<file path="config.mk">
export PLATFORM = sky130hd
export DESIGN_NAME = uart_tx_arbiter
export DESIGN_NICKNAME = d
export VERILOG_FILES = /design/src/rtl/uart_arb_pkg.sv /design/src/rtl/uart_tx_arbiter_rr_pick.sv /design/src/rtl/uart_tx_arbiter.sv
export SDC_FILE = /design/constraint.sdc
export NUM_CORES = 1
export LEC_CHECK = 0
export CAP_MARGIN = 20
export CORE_MARGIN = 10
export CORE_UTILIZATION = 42
export DETAILED_ROUTE_END_ITERATION = 7
export GPL_ROUTABILITY_DRIVEN = 0
export GPL_TIMING_DRIVEN = 0
export PLACE_DENSITY = 0.85
export SKIP_LAST_GASP = 1
export SLEW_MARGIN = 0
export SYNTH_ARGS = -nofsm -noshare
export SYNTH_HDL_FRONTEND = slang
export SYNTH_SLANG_ARGS = --single-unit
</file>
<file path="constraint.sdc">
create_clock -name clock -period 2.15 [get_ports clock]
set_input_delay 0.43 -clock clock [delete_from_list [all_inputs] [get_ports clock]]
set_output_delay 0.43 -clock clock [all_outputs]
set_load 0.02 [all_outputs]
</file>
<file path="src/rtl/uart_arb_pkg.sv">
// Shared definitions for the uart_tx arbiter: FSM state encoding, the
// serializer payload width and a helper for index widths.
package uart_arb_pkg;

    // Arbiter sequencing states.
    typedef enum logic [1:0] {
        ST_IDLE   = 2'd0,
        ST_ISSUE  = 2'd1,
        ST_LAUNCH = 2'd2,
        ST_WAIT   = 2'd3
    } arb_state_e;

    // Payload width of the uart_tx serializer data port.
    localparam int UART_DATA_W = 9;

    // Index width for n requesters; never narrower than one bit.
    function automatic int id_width(input int n);
        return (n > 1) ? $clog2(n) : 1;
    endfunction

endpackage

</file>
<file path="src/rtl/uart_tx_arbiter_rr_pick.sv">
// Combinational round-robin picker. Scans the valid vector starting at the
// pointer and wrapping; the first valid index wins. With prio_en_i set,
// requester 0 wins whenever it is valid, regardless of the pointer.
module rr_pick
    import uart_arb_pkg::*;
#(
    parameter int NUM_REQ = 4,
    parameter int ID_W    = id_width(NUM_REQ)
) (
    input  logic [NUM_REQ-1:0] valid_i,
    input  logic [ID_W-1:0]    ptr_i,
    input  logic               prio_en_i,
    output logic [ID_W-1:0]    winner_o,
    output logic               found_o
);

    logic [ID_W-1:0] idx_s;

    // First valid requester at or after the pointer, with requester-0 override.
    always_comb begin
        winner_o = '0;
        found_o  = 1'b0;
        idx_s    = '0;
        for (int k = 0; k < NUM_REQ; k++) begin
            idx_s    = ID_W'((int'(ptr_i) + k) % NUM_REQ);
            winner_o = (!found_o && valid_i[idx_s]) ? idx_s : winner_o;
            found_o  = found_o | valid_i[idx_s];
        end
        // valid_i[0] high already implies found_o, so only the index moves.
        winner_o = (prio_en_i && valid_i[0]) ? '0 : winner_o;
    end

endmodule

</file>
<file path="src/rtl/uart_tx_arbiter.sv">
// Shares one uart_tx serializer among NUM_REQ message sources. A winning
// word is captured locally (requester released by a one-cycle accept),
// then the serializer gets a one-cycle send pulse and the arbiter holds
// until the serializer reports idle again.
// Optional build macro: UART_ARB_PRIORITY_EN -- requester 0 gets absolute
// priority and its grants do not advance the round-robin pointer.
module uart_tx_arbiter
    import uart_arb_pkg::*;
#(
    parameter int NUM_REQ = 4,
    parameter int DATA_W  = UART_DATA_W,
    parameter int ID_W    = id_width(NUM_REQ)
) (
    input  logic                       clock,
    input  logic                       reset,
    input  logic [NUM_REQ-1:0]         req_valid,
    input  logic [NUM_REQ*DATA_W-1:0]  req_data,
    output logic [NUM_REQ-1:0]         req_accept,
    output logic                       uart_send,
    output logic [DATA_W-1:0]          uart_data,
    input  logic                       uart_ready,
    output logic                       busy,
    output logic [ID_W-1:0]            grant_id
);

`ifdef UART_ARB_PRIORITY_EN
    localparam logic PRIO_EN = 1'b1;
`else
    localparam logic PRIO_EN = 1'b0;
`endif

    arb_state_e          state_q, state_d;
    logic [ID_W-1:0]     ptr_q, ptr_d;
    logic [NUM_REQ-1:0]  accept_q, accept_d;
    logic                send_q, send_d;
    logic [DATA_W-1:0]   data_q, data_d;
    logic [ID_W-1:0]     grant_q, grant_d;
    logic                busy_q, busy_d;

    logic [ID_W-1:0]     winner_s;
    logic                found_s;
    logic [DATA_W-1:0]   sel_data_s;

    rr_pick #(
        .NUM_REQ (NUM_REQ),
        .ID_W    (ID_W)
    ) u_rr_pick (
        .valid_i   (req_valid),
        .ptr_i     (ptr_q),
        .prio_en_i (PRIO_EN),
        .winner_o  (winner_s),
        .found_o   (found_s)
    );

    // Select the winning requester's word from the packed data bus.
    always_comb begin
        sel_data_s = '0;
        for (int i = 0; i < NUM_REQ; i++) begin
            sel_data_s = (winner_s == ID_W'(i)) ? req_data[i*DATA_W +: DATA_W] : sel_data_s;
        end
    end

    // Next-state and registered-output decode for the grant/issue/wait sequence.
    always_comb begin
        state_d  = state_q;
        ptr_d    = ptr_q;
        accept_d = '0;
        send_d   = 1'b0;
        data_d   = data_q;
        grant_d  = grant_q;
        busy_d   = busy_q;
        case (state_q)
            ST_IDLE: begin
                if (found_s && uart_ready) begin
                    accept_d = NUM_REQ'(1'b1) << winner_s;
                    data_d   = sel_data_s;
                    grant_d  = winner_s;
                    busy_d   = 1'b1;
                    state_d  = ST_ISSUE;
                end else begin
                    state_d  = ST_IDLE;
                end
            end
            ST_ISSUE: begin
                send_d  = 1'b1;
                state_d = ST_LAUNCH;
            end
            ST_LAUNCH: begin
                // Serializer ready is low while send is high; do not trust it here.
                state_d = ST_WAIT;
            end
            ST_WAIT: begin
                if (uart_ready) begin
                    busy_d  = 1'b0;
                    state_d = ST_IDLE;
                    if (PRIO_EN && (grant_q == '0)) begin
                        ptr_d = ptr_q;
                    end else if (grant_q == ID_W'(NUM_REQ - 1)) begin
                        ptr_d = '0;
                    end else begin
                        ptr_d = grant_q + ID_W'(1'b1);
                    end
                end else begin
                    state_d = ST_WAIT;
                end
            end
            default: begin
                state_d = ST_IDLE;
                busy_d  = 1'b0;
            end
        endcase
    end

    // State and output registers; reset drops any word in flight.
    always_ff @(posedge clock or posedge reset) begin
        if (reset) begin
            state_q  <= ST_IDLE;
            ptr_q    <= '0;
            accept_q <= '0;
            send_q   <= 1'b0;
            data_q   <= '0;
            grant_q  <= '0;
            busy_q   <= 1'b0;
        end else begin
            state_q  <= state_d;
            ptr_q    <= ptr_d;
            accept_q <= accept_d;
            send_q   <= send_d;
            data_q   <= data_d;
            grant_q  <= grant_d;
            busy_q   <= busy_d;
        end
    end

    assign req_accept = accept_q;
    assign uart_send  = send_q;
    assign uart_data  = data_q;
    assign busy       = busy_q;
    assign grant_id   = grant_q;

endmodule

</file>
Word level (Yosys, flattened, before mapping)
Cells that the tools add are included.

Add/sub/neg operators: 4. Magnitude comparators: 4. Eq/ne operators: 9. Shifts and indexed selects: 1. Multiplexer cells: 26. Bitwise operators: 3. Reduce and logical (&&, ||, !) cells: 13.

Operator list (count): $mux W9 (4); $lt A2 B3 Y1 const B (4); $mux W2 (6); $eq A2 B2 Y1 const B (5); $bmux W1 S2 (4); $mux W1 (8); $mux W4 (2); $pmux W2 S4 (1); $add A2 B1 Y2 const B (2); $add A2 B2 Y2 const B (2); $eq A2 B1 Y1 const B (2); $logic_and A1 B1 Y1 (4); $logic_not A2 Y1 (2); $ne A2 B2 Y1 const B (2); $reduce_and A2 Y1 (2); $shl A1 B2 Y4 const A (1); $logic_not A1 Y1 (3); $or A1 B1 Y1 (3); $reduce_and A3 Y1 (1); $pmux W1 S2 (1); $reduce_bool A2 Y1 (1).

Register bits after elaboration: 21.

Longest topological paths before layout
Gate-level depths: netlist of run 1.

Word-level depth: 13. Gate-level depth with buffers: 6. Depth with buffers taken out: 5.

By module
From an unflattened synthesis of run 1, not the netlist that was laid out.

Cells, all modules: 89. Area total of the unflattened synthesis: 1169.9 um^2.

Modules (own cells, without submodules): uart_tx_arbiter (instances 1, cells an instance 68, area each 1048.5 um^2, seq. area each 525.5 um^2); rr_pick (instances 1, cells an instance 21, area each 121.4 um^2, seq. area each 0.0 um^2).

Least setup slack after synthesis of run 1
Ideal clock, no wire load.

Path kind: input to register. Start: input port req_valid[1]. End: register data_q[0] (netlist: uart_data[0]). Setup time: 0.132 ns. Arrival: 1.397 ns. Required time: 2.018 ns. Setup slack: 0.621 ns. Cell stages on the path: 6. Buffers on the path: 1. Cells stage by stage: nand2b_1 a21oi_1 o32a_1 buf_6 mux2i_1 o221ai_2.

Longest elaborated chain between the ends: 12. Elaborated cells between the ends (all ways): 31. Classes of those cells: eq/ne (3); mux (16); bitwise (3); reduce/logical (9).

RTL lines: start: declaration (RTL line uart_tx_arbiter.sv:16) `input logic [NUM_REQ-1:0] req_valid,`; $bmux W1 S2 (RTL line uart_tx_arbiter_rr_pick.sv:26, uart_tx_arbiter_rr_pick.sv:27); $mux W1 (implied by the code) (RTL line uart_tx_arbiter_rr_pick.sv:26, uart_tx_arbiter_rr_pick.sv:27); $logic_not A1 Y1 / $or A1 B1 Y1 (equally long branches) (RTL line uart_tx_arbiter_rr_pick.sv:26, uart_tx_arbiter_rr_pick.sv:27); $logic_and A1 B1 Y1, or another cell as far along (RTL line uart_tx_arbiter_rr_pick.sv:26) `winner_o = (!found_o && valid_i[idx_s]) ? idx_s : winner_o;`; $mux W2, or another cell as far along (RTL line uart_tx_arbiter_rr_pick.sv:26); $mux W2 / $logic_and A1 B1 Y1 (equally long branches) (RTL line uart_tx_arbiter_rr_pick.sv:26); $mux W2 (RTL line uart_tx_arbiter_rr_pick.sv:26); $logic_not A2 Y1 (RTL line uart_tx_arbiter.sv:59) `sel_data_s = (winner_s == ID_W'(i)) ? req_data[i*DATA_W +: DATA_W] : sel_data_s;`; $mux W9 (4 in series) (RTL line uart_tx_arbiter.sv:59); end signal: assignment (RTL line uart_tx_arbiter.sv:129) `data_q <= data_d;`; end: declaration (RTL line uart_tx_arbiter.sv:36) `logic [DATA_W-1:0] data_q, data_d;`.

Parallel ways exist; a longest one is shown, timed or not. The select of a mux whose other input is x is not followed. A chain may end at the register's enable or synchronous reset.

Worst setup path in the final report of run 1
Start: input port req_valid[0]. End: register data_q[4] (netlist: uart_data[4]).

The elaborated chain is that of the path after synthesis.

==> reports/results.ini, run 1 <==
[run_status]
status=completed

[logic_synthesis]
synth_cell_type_count=25
synthMuxAreaShare_pct=16.65
yosysWarnings=0
synthAdderAreaFrac_pct=1.088
synthesis.area_mm2=0.001150
synthSimpleGateAreaFrac_pct=12.40
ys_seq_area_share_pct=45.70
syn_inst=100
synth_top_family_by_area=compound AO/OA/AOI/OAI gates
syn_area_per_cell_um2=11.50
synth_compound_area_share_pct=18.50
synthesis.nets=144
ys_ff_latch=21
synth_xor_area_share_pct=0

[detailed_routing]
drc=0
detail_route.first_pass.iterations=4
routed_wl_um=3390
vias_per_cell=5.218
first_iter_violations=13
dr_total_vias=1007
antenna_left=0
wl_per_cell_um=17.56

[clocking]
postCtsHoldBufs=0
clock_latency_ns=0.30
cts-root-buf=clkbuf_4
htreeDepth=1
clk_pin_slew_worst_paths_ns=0.11
tritoncts=built
cts_resized=0
cts_setup_buffers=0
clock_path_buffers=2
cts_buffers=3
clock_sinks=21

[layout]
multi_input_area_um2=559.3
final_net_count=208
diodes=0
fillers=204
drive_gt1_share_pct=12.88
syn_to_final_growth_pct=57.02
area.sequential_um2=525.5

[global_route]
grt_pass1_wl_um=5430
antenna_found_initial=0
use_met1_pct=13.78
overflow=0
use_met3_pct=6.667
grt_busiest_layer=met2
grt_use_met2_pct=22.06
grt_max_degree=22
grt_use_total_pct=13.03
grt_pass1_vias=1115

[sta]
hold_viol=0
worst_pin_slew_ns=0.7558
skew_ns=0.002019
maxSlewHeadroom_pct=49.56
setup_viol=0
slew_viol_final=0
rsz0062_at_grt=no
worst_slack_ns=0.2910
period_needed_ns=1.859
timing.hold.ws_ns=0.5051
fmax_mhz=537.9
period_share_pct=86.46

[place]
numPortBuffers=59
place_ws_ns=-0.02944
dp_hpwl_um=2845

[setup_path]
worstPathArrival_ns=2.09
cp-end-kind=register
path_class=in2reg
critical_path_required_ns=2.38
crit_fanout=10
cp-start-kind=input pin

[floorplanning]
dieArea_mm2=0.005231
rows=18
io_pins=60
die_w_um=72.33
coreArea_mm2=0.002545
start_util_pct=45.18
die_h_um=72.33

[hold_path]
min_path_type=reg2reg

[power]
p_per_area_mw_per_mm2=1033
irDropWorstVdd_uv=845.5
leakage_uw=0.0007937

[run]
cap_violations=0

## critical path, cell delays in order
cell	delay, ns
clkdlybuf4s50_1	0.48
nor2b_1	0.18
o21ai_0	0.17
o221ai_1	0.22
or2_4	0.31
buf_6	0.16
o221ai_2	0.13
## synthesized netlist by cell type
| cell | count | share of area [%] |
|---|---|---|
| a21boi_0 | 1 | 0.65 |
| a21boi_1 | 1 | 0.65 |
| a21oi_1 | 2 | 0.87 |
| buf_2 | 1 | 0.43 |
| buf_6 | 4 | 3.9 |
| dfrtp_1 | 21 | 46 |
| ha_1 | 1 | 1.1 |
| inv_1 | 4 | 1.3 |
| mux2_2 | 1 | 0.98 |
| mux2i_1 | 18 | 16 |
| nand2_1 | 15 | 4.9 |
| nand2b_1 | 1 | 0.54 |
| nand2b_4 | 1 | 1.2 |
| nand3_1 | 1 | 0.43 |
| nor2_1 | 6 | 2.0 |
| nor2b_1 | 3 | 1.6 |
| o21a_1 | 1 | 0.65 |
| o21ai_0 | 3 | 1.3 |
| o221ai_1 | 3 | 2.3 |
| o221ai_2 | 7 | 9.1 |
| o31ai_1 | 1 | 0.65 |
| o32a_1 | 1 | 0.87 |
| o41ai_2 | 1 | 1.4 |
| or2_4 | 1 | 0.76 |
| or3_4 | 1 | 0.98 |
## sequential cells by signal (all words and copies together), names as in the netlist
name / flops
grant_id: 2
uart_send: 1
state_q: 2
req_accept: 4
uart_data: 9
ptr_q: 2
busy: 1
## cell type report
cell class                      instances  share of cell area (%)
Clock buffer                            3                   1.247
Multi-Input combinational cell         70                   30.98
Clock inverter                          1                  0.2772
Buffer                                  5                   2.772
Timing Repair Buffer                   59                   32.71
Inverter                                4                  0.8316
Tap cell                               30                   2.079
Sequential cell                        21                   29.11
## cells by family after synthesis
logic type | after synthesis
AOI/OAI and AO/OA | 21
adders and majority gates | 1
buffers and inverters | 9
DFF | 21
muxes | 19
and+or+nand+nor | 29
## routing by layer
| metal | part of all wire [%] | up-vias |
|---|---|---|
| li1 | - | 488 |
| met1 | 39 | 474 |
| met2 | 50 | 41 |
| met3 | 10 | 4 |
| met4 | 0.74 | 0 |
| met5 | 0 | - |
## worst paths after layout
path	startpoint	endpoint	slack, ns	cells past startpoint
max	req_valid[0]	uart_data[4]	0.29	7
min reg2reg	uart_data[0]	uart_data[0]	0.51	2
max in group asynchronous	reset	uart_data[1]	1.13	2
max reg2reg	ptr_q[0]	uart_data[8]	0.60	5
min in group asynchronous	reset	req_accept[2]	0.55	2
min	uart_data[0]	uart_data[0]	0.51	2
## report_power, final
part	switching (uW)	internal (uW)	leakage, uW
registers	112	543	0.000266
clock network	115	69.3	0.0000177
logic	503	522	0.000510
total	730	1130	0.000794
## through the flow
| step | instances | total power, uW | TNS [ns] | utilization (%) | instance area, um^2 |
|---|---|---|---|---|---|
| CTS | 193 | 1891 | 0 | 70.94 | 1805 |
| detailed placement | 189 | 1699 | -0.1334 | 69.86 | 1778 |
| finish | 193 | 1864 | 0 | 70.94 | 1805 |
| floorplan | 100 | 1259 | 0 | - | 1150 |
| global route | 193 | 1997 | 0 | 70.94 | 1805 |
| global placement | 189 | 1657 | 0 | 69.86 | 1778 |
## placed cells by master (no fill, tap or decap)
master / instances
a21boi_0: 1
a21boi_1: 1
a21oi_1: 2
buf_2: 1
buf_6: 4
clkbuf_4: 3
clkdlybuf4s50_1: 59
clkinv_2: 1
dfrtp_1: 21
ha_1: 1
inv_1: 4
mux2_2: 1
mux2i_1: 18
nand2_1: 15
nand2b_1: 1
nand2b_4: 1
nand3_1: 1
nor2_1: 6
nor2b_1: 3
o21a_1: 1
o21ai_0: 3
o221ai_1: 3
o221ai_2: 7
o31ai_1: 1
o32a_1: 1
o41ai_2: 1
or2_4: 1
or3_4: 1
No activity file was read; power rests on OpenSTA's default activity.
==> run 2, diff against run 1 <==
==> constraint.sdc (replaced) <==
create_clock -name clock -period 2.15 [get_ports clock]
set_input_delay 0.215 -clock clock [delete_from_list [all_inputs] [get_ports clock]]
set_output_delay 0.215 -clock clock [all_outputs]
set_load 0.02 [all_outputs]
==> results of run 2 <==
Same layout as run 1 (identical final DEF). Status: completed.
Among the figures that moved: setup slack after placement -0.02944 ns -> 0.1856 ns; setup slack after layout 0.2910 ns -> 0.5060 ns; hold slack 0.5051 ns -> 0.3362 ns
==> run 3, diff against run 2 <==
--- a/config.mk
+++ b/config.mk
@@ -7,11 +7,11 @@
 export LEC_CHECK = 0
 export CAP_MARGIN = 20
 export CORE_MARGIN = 10
-export CORE_UTILIZATION = 42
+export CORE_UTILIZATION = 39
 export DETAILED_ROUTE_END_ITERATION = 7
 export GPL_ROUTABILITY_DRIVEN = 0
 export GPL_TIMING_DRIVEN = 0
-export PLACE_DENSITY = 0.85
+export PLACE_DENSITY = 0.79
 export SKIP_LAST_GASP = 1
 export SLEW_MARGIN = 0
 export SYNTH_ARGS = -nofsm -noshare
==> constraint.sdc (replaced) <==
create_clock -name clock -period 1.6 [get_ports clock]
set_input_delay 0.16 -clock clock [delete_from_list [all_inputs] [get_ports clock]]
set_output_delay 0.16 -clock clock [all_outputs]
set_load 0.02 [all_outputs]
==> run 3 against run 2 <==
Effect of this change:
- final cell count increased by 2.1%
- clock skew grew 0.0045 ns
- worst hold slack lost 0.080 ns
- largest power group unchanged
==> reports/results.ini, run 3 (synthesis gave the netlist of run 1 again) <==
[layout]
final_net_count=211  ; +1.4%
multi_input_area_um2=596.8  ; +6.7%
final_common_cell=clkdlybuf4s50_1
area.sequential_um2=525.5  ; unchanged
fillers=215  ; +5.4%
syn_to_final_growth_pct=63.22
drive_gt1_share_pct=18.67  ; +5.8 points
largest_reg_flops=9  ; unchanged
diodes=0  ; unchanged
layout_common_cells=clkdlybuf4s50_1, dfrtp_1, nand2_1, mux2i_1, o221ai_2
fin_util_pct=67.48  ; -3.5 points

[setup_path]
r2r_slack_ns=0.01  ; -0.59 ns
startpoint=req_valid[2]
crit_end=uart_data[2]
worstPathArrival_ns=1.77
cp-start-kind=input pin
worst_r2r_endpoint=uart_data[2]
rr_startpoint=ptr_q[1]
cp-end-kind=register
reg2reg_depth=5  ; unchanged
critical_path_required_ns=1.78  ; -0.60 ns
path_class=in2reg
crit_fanout=5  ; -5

[power]
p_per_area_mw_per_mm2=1401  ; +36%
power.switching_uw=1036  ; +42%
switching_share_pct=39.41  ; +0.25 points
pwr-share-clk_pct=9.5  ; -0.4 points
combPwrFrac_pct=56.7  ; +1.7 points
leakage_uw=0.0008402  ; +5.9%
irDropWorstVdd_uv=1083  ; +28%
p_seq_share_pct=33.8  ; -1.3 points
p_int_uw=1593  ; +40%

[floorplanning]
rows=19  ; +1
die_w_um=74.30  ; +2.7%
start_util_pct=41.34  ; -3.8 points
dieArea_mm2=0.005520  ; +5.5%
die_h_um=74.30  ; +2.7%
coreArea_mm2=0.002781  ; +9.3%
io_pins=60  ; unchanged

[hold_path]
hold_start=uart_ready
min_path_type=in2reg

[sta]
worst_pin_slew_ns=0.8026  ; +0.04686 ns
timing.hold.ws_ns=0.2565
maxSlewHeadroom_pct=46.43  ; -3.1 points
slew_viol_final=0  ; unchanged
period_share_pct=99.31
setup_viol=0  ; unchanged
skew_ns=0.006520  ; +0.004501 ns
period_needed_ns=1.589
hold_viol=0  ; unchanged
fmax_mhz=629.4
rsz0062_at_grt=no

[global_route]
overflow=0  ; unchanged
antenna_found_initial=0  ; unchanged
grt_pass1_vias=1207  ; +8.3%
grt_pass1_wl_um=5630  ; +3.7%
grt_use_total_pct=12.99  ; -0.045 points
grt_max_degree=22  ; unchanged

[detailed_routing]
drc=0  ; unchanged
antenna_left=0  ; unchanged
top_layer_used=met4
detail_route.first_pass.iterations=4  ; unchanged
first_iter_violations=36  ; +23
wl_met1_um=1520  ; +14%
dr_total_vias=1066  ; +5.9%
routed_wl_um=3677  ; +8.5%
vias_per_cell=5.411  ; +3.7%
wl_per_cell_um=18.66  ; +6.3%
wl_met3_um=501  ; +44%
wl_met2_um=1592  ; -5.5%

[clocking]
postCtsHoldBufs=0  ; unchanged
tritoncts=built
clock_sinks=21  ; unchanged
clk_pin_slew_worst_paths_ns=0.11  ; about the same
clock_latency_ns=0.30  ; about the same
clock_path_buffers=2  ; unchanged
htreeDepth=1  ; unchanged
cts_buffers=3  ; unchanged
cts-root-buf=clkbuf_4

[run]
cap_violations=0  ; unchanged

[place]
numPortBuffers=59  ; unchanged
dp_hpwl_um=2792  ; -1.9%

[run_status]
status=completed

run 3: cell types whose count changed in the layout (fill, tap and decap cells not counted), sizes merged:
| cell | before | now |
|---|---|---|
| buf | 5 | 8 |
| clkdlybuf4s50 | 59 | 55 |
| dlygate4sd2 | 0 | 1 |
| dlymetal6s2s | 0 | 3 |
run 3: cell type report:
cell class,count,share of cell area (%)
plain buffers,5,2.667
clock buffers,3,1.200
clock inverters,1,0.2667
inverters,4,0.8000
multi-input cells,70,31.80
flip-flops and latches,21,28.00
well taps,31,2.067
repair buffers,62,33.20
run 3: power by group through the flow:
stage	clock network, uW	logic [uW]	registers [uW]
after CTS	259	1430	881
after global routing	283	1600	909
after floorplan	0	637	1050
after detailed placement	0	1390	887
after global placement	0	1350	877
final	249	1490	889
run 3: worst min path at each step:
stage | endpoint | cells after the start | slack, ns
finish | state_q[0] | 3 | 0.26
global route | state_q[0] | 3 | 0.24
CTS | ptr_q[0] | 2 | 0.33
detailed placement | uart_data[1] | 2 | 0.48
global placement | uart_data[2] | 2 | 0.47
floorplan | busy | 1 | 0.14
run 3: metal layers:
metal,track usage (%),vias to the layer above
met5,0,-
li1,-,497
met3,8.644,8
met1,14.06,499
met4,4.675,0
met2,19.98,62
run 3: critical path, cell delays in order:
cell	delay, ns
clkdlybuf4s50_1	0.48
nor2b_1	0.18
o32a_2	0.43
buf_6	0.17
mux2i_1	0.21
o221ai_1	0.14
run 3: metrics by stage:
step	TNS, ns	setup slack [ns]	total power (uW)	instance area (um^2)	cells
floorplan	0	0.1985	1691	1150	100
global route	0	0.007982	2797	1877	197
global placement	-3.522	-0.2887	2231	1779	190
CTS	-0.004093	-0.004093	2569	1838	195
finish	0	0.01111	2629	1877	197
detailed placement	-4.637	-0.3555	2277	1779	190
run 3: timing repair:
action,in CTS,in global routing
setup endpoints to repair,9,9
cloned,0,2
pin swaps,1,1
endpoints found under the hold margin,0,0
gates resized for setup,5,13
setup buffers,1,0
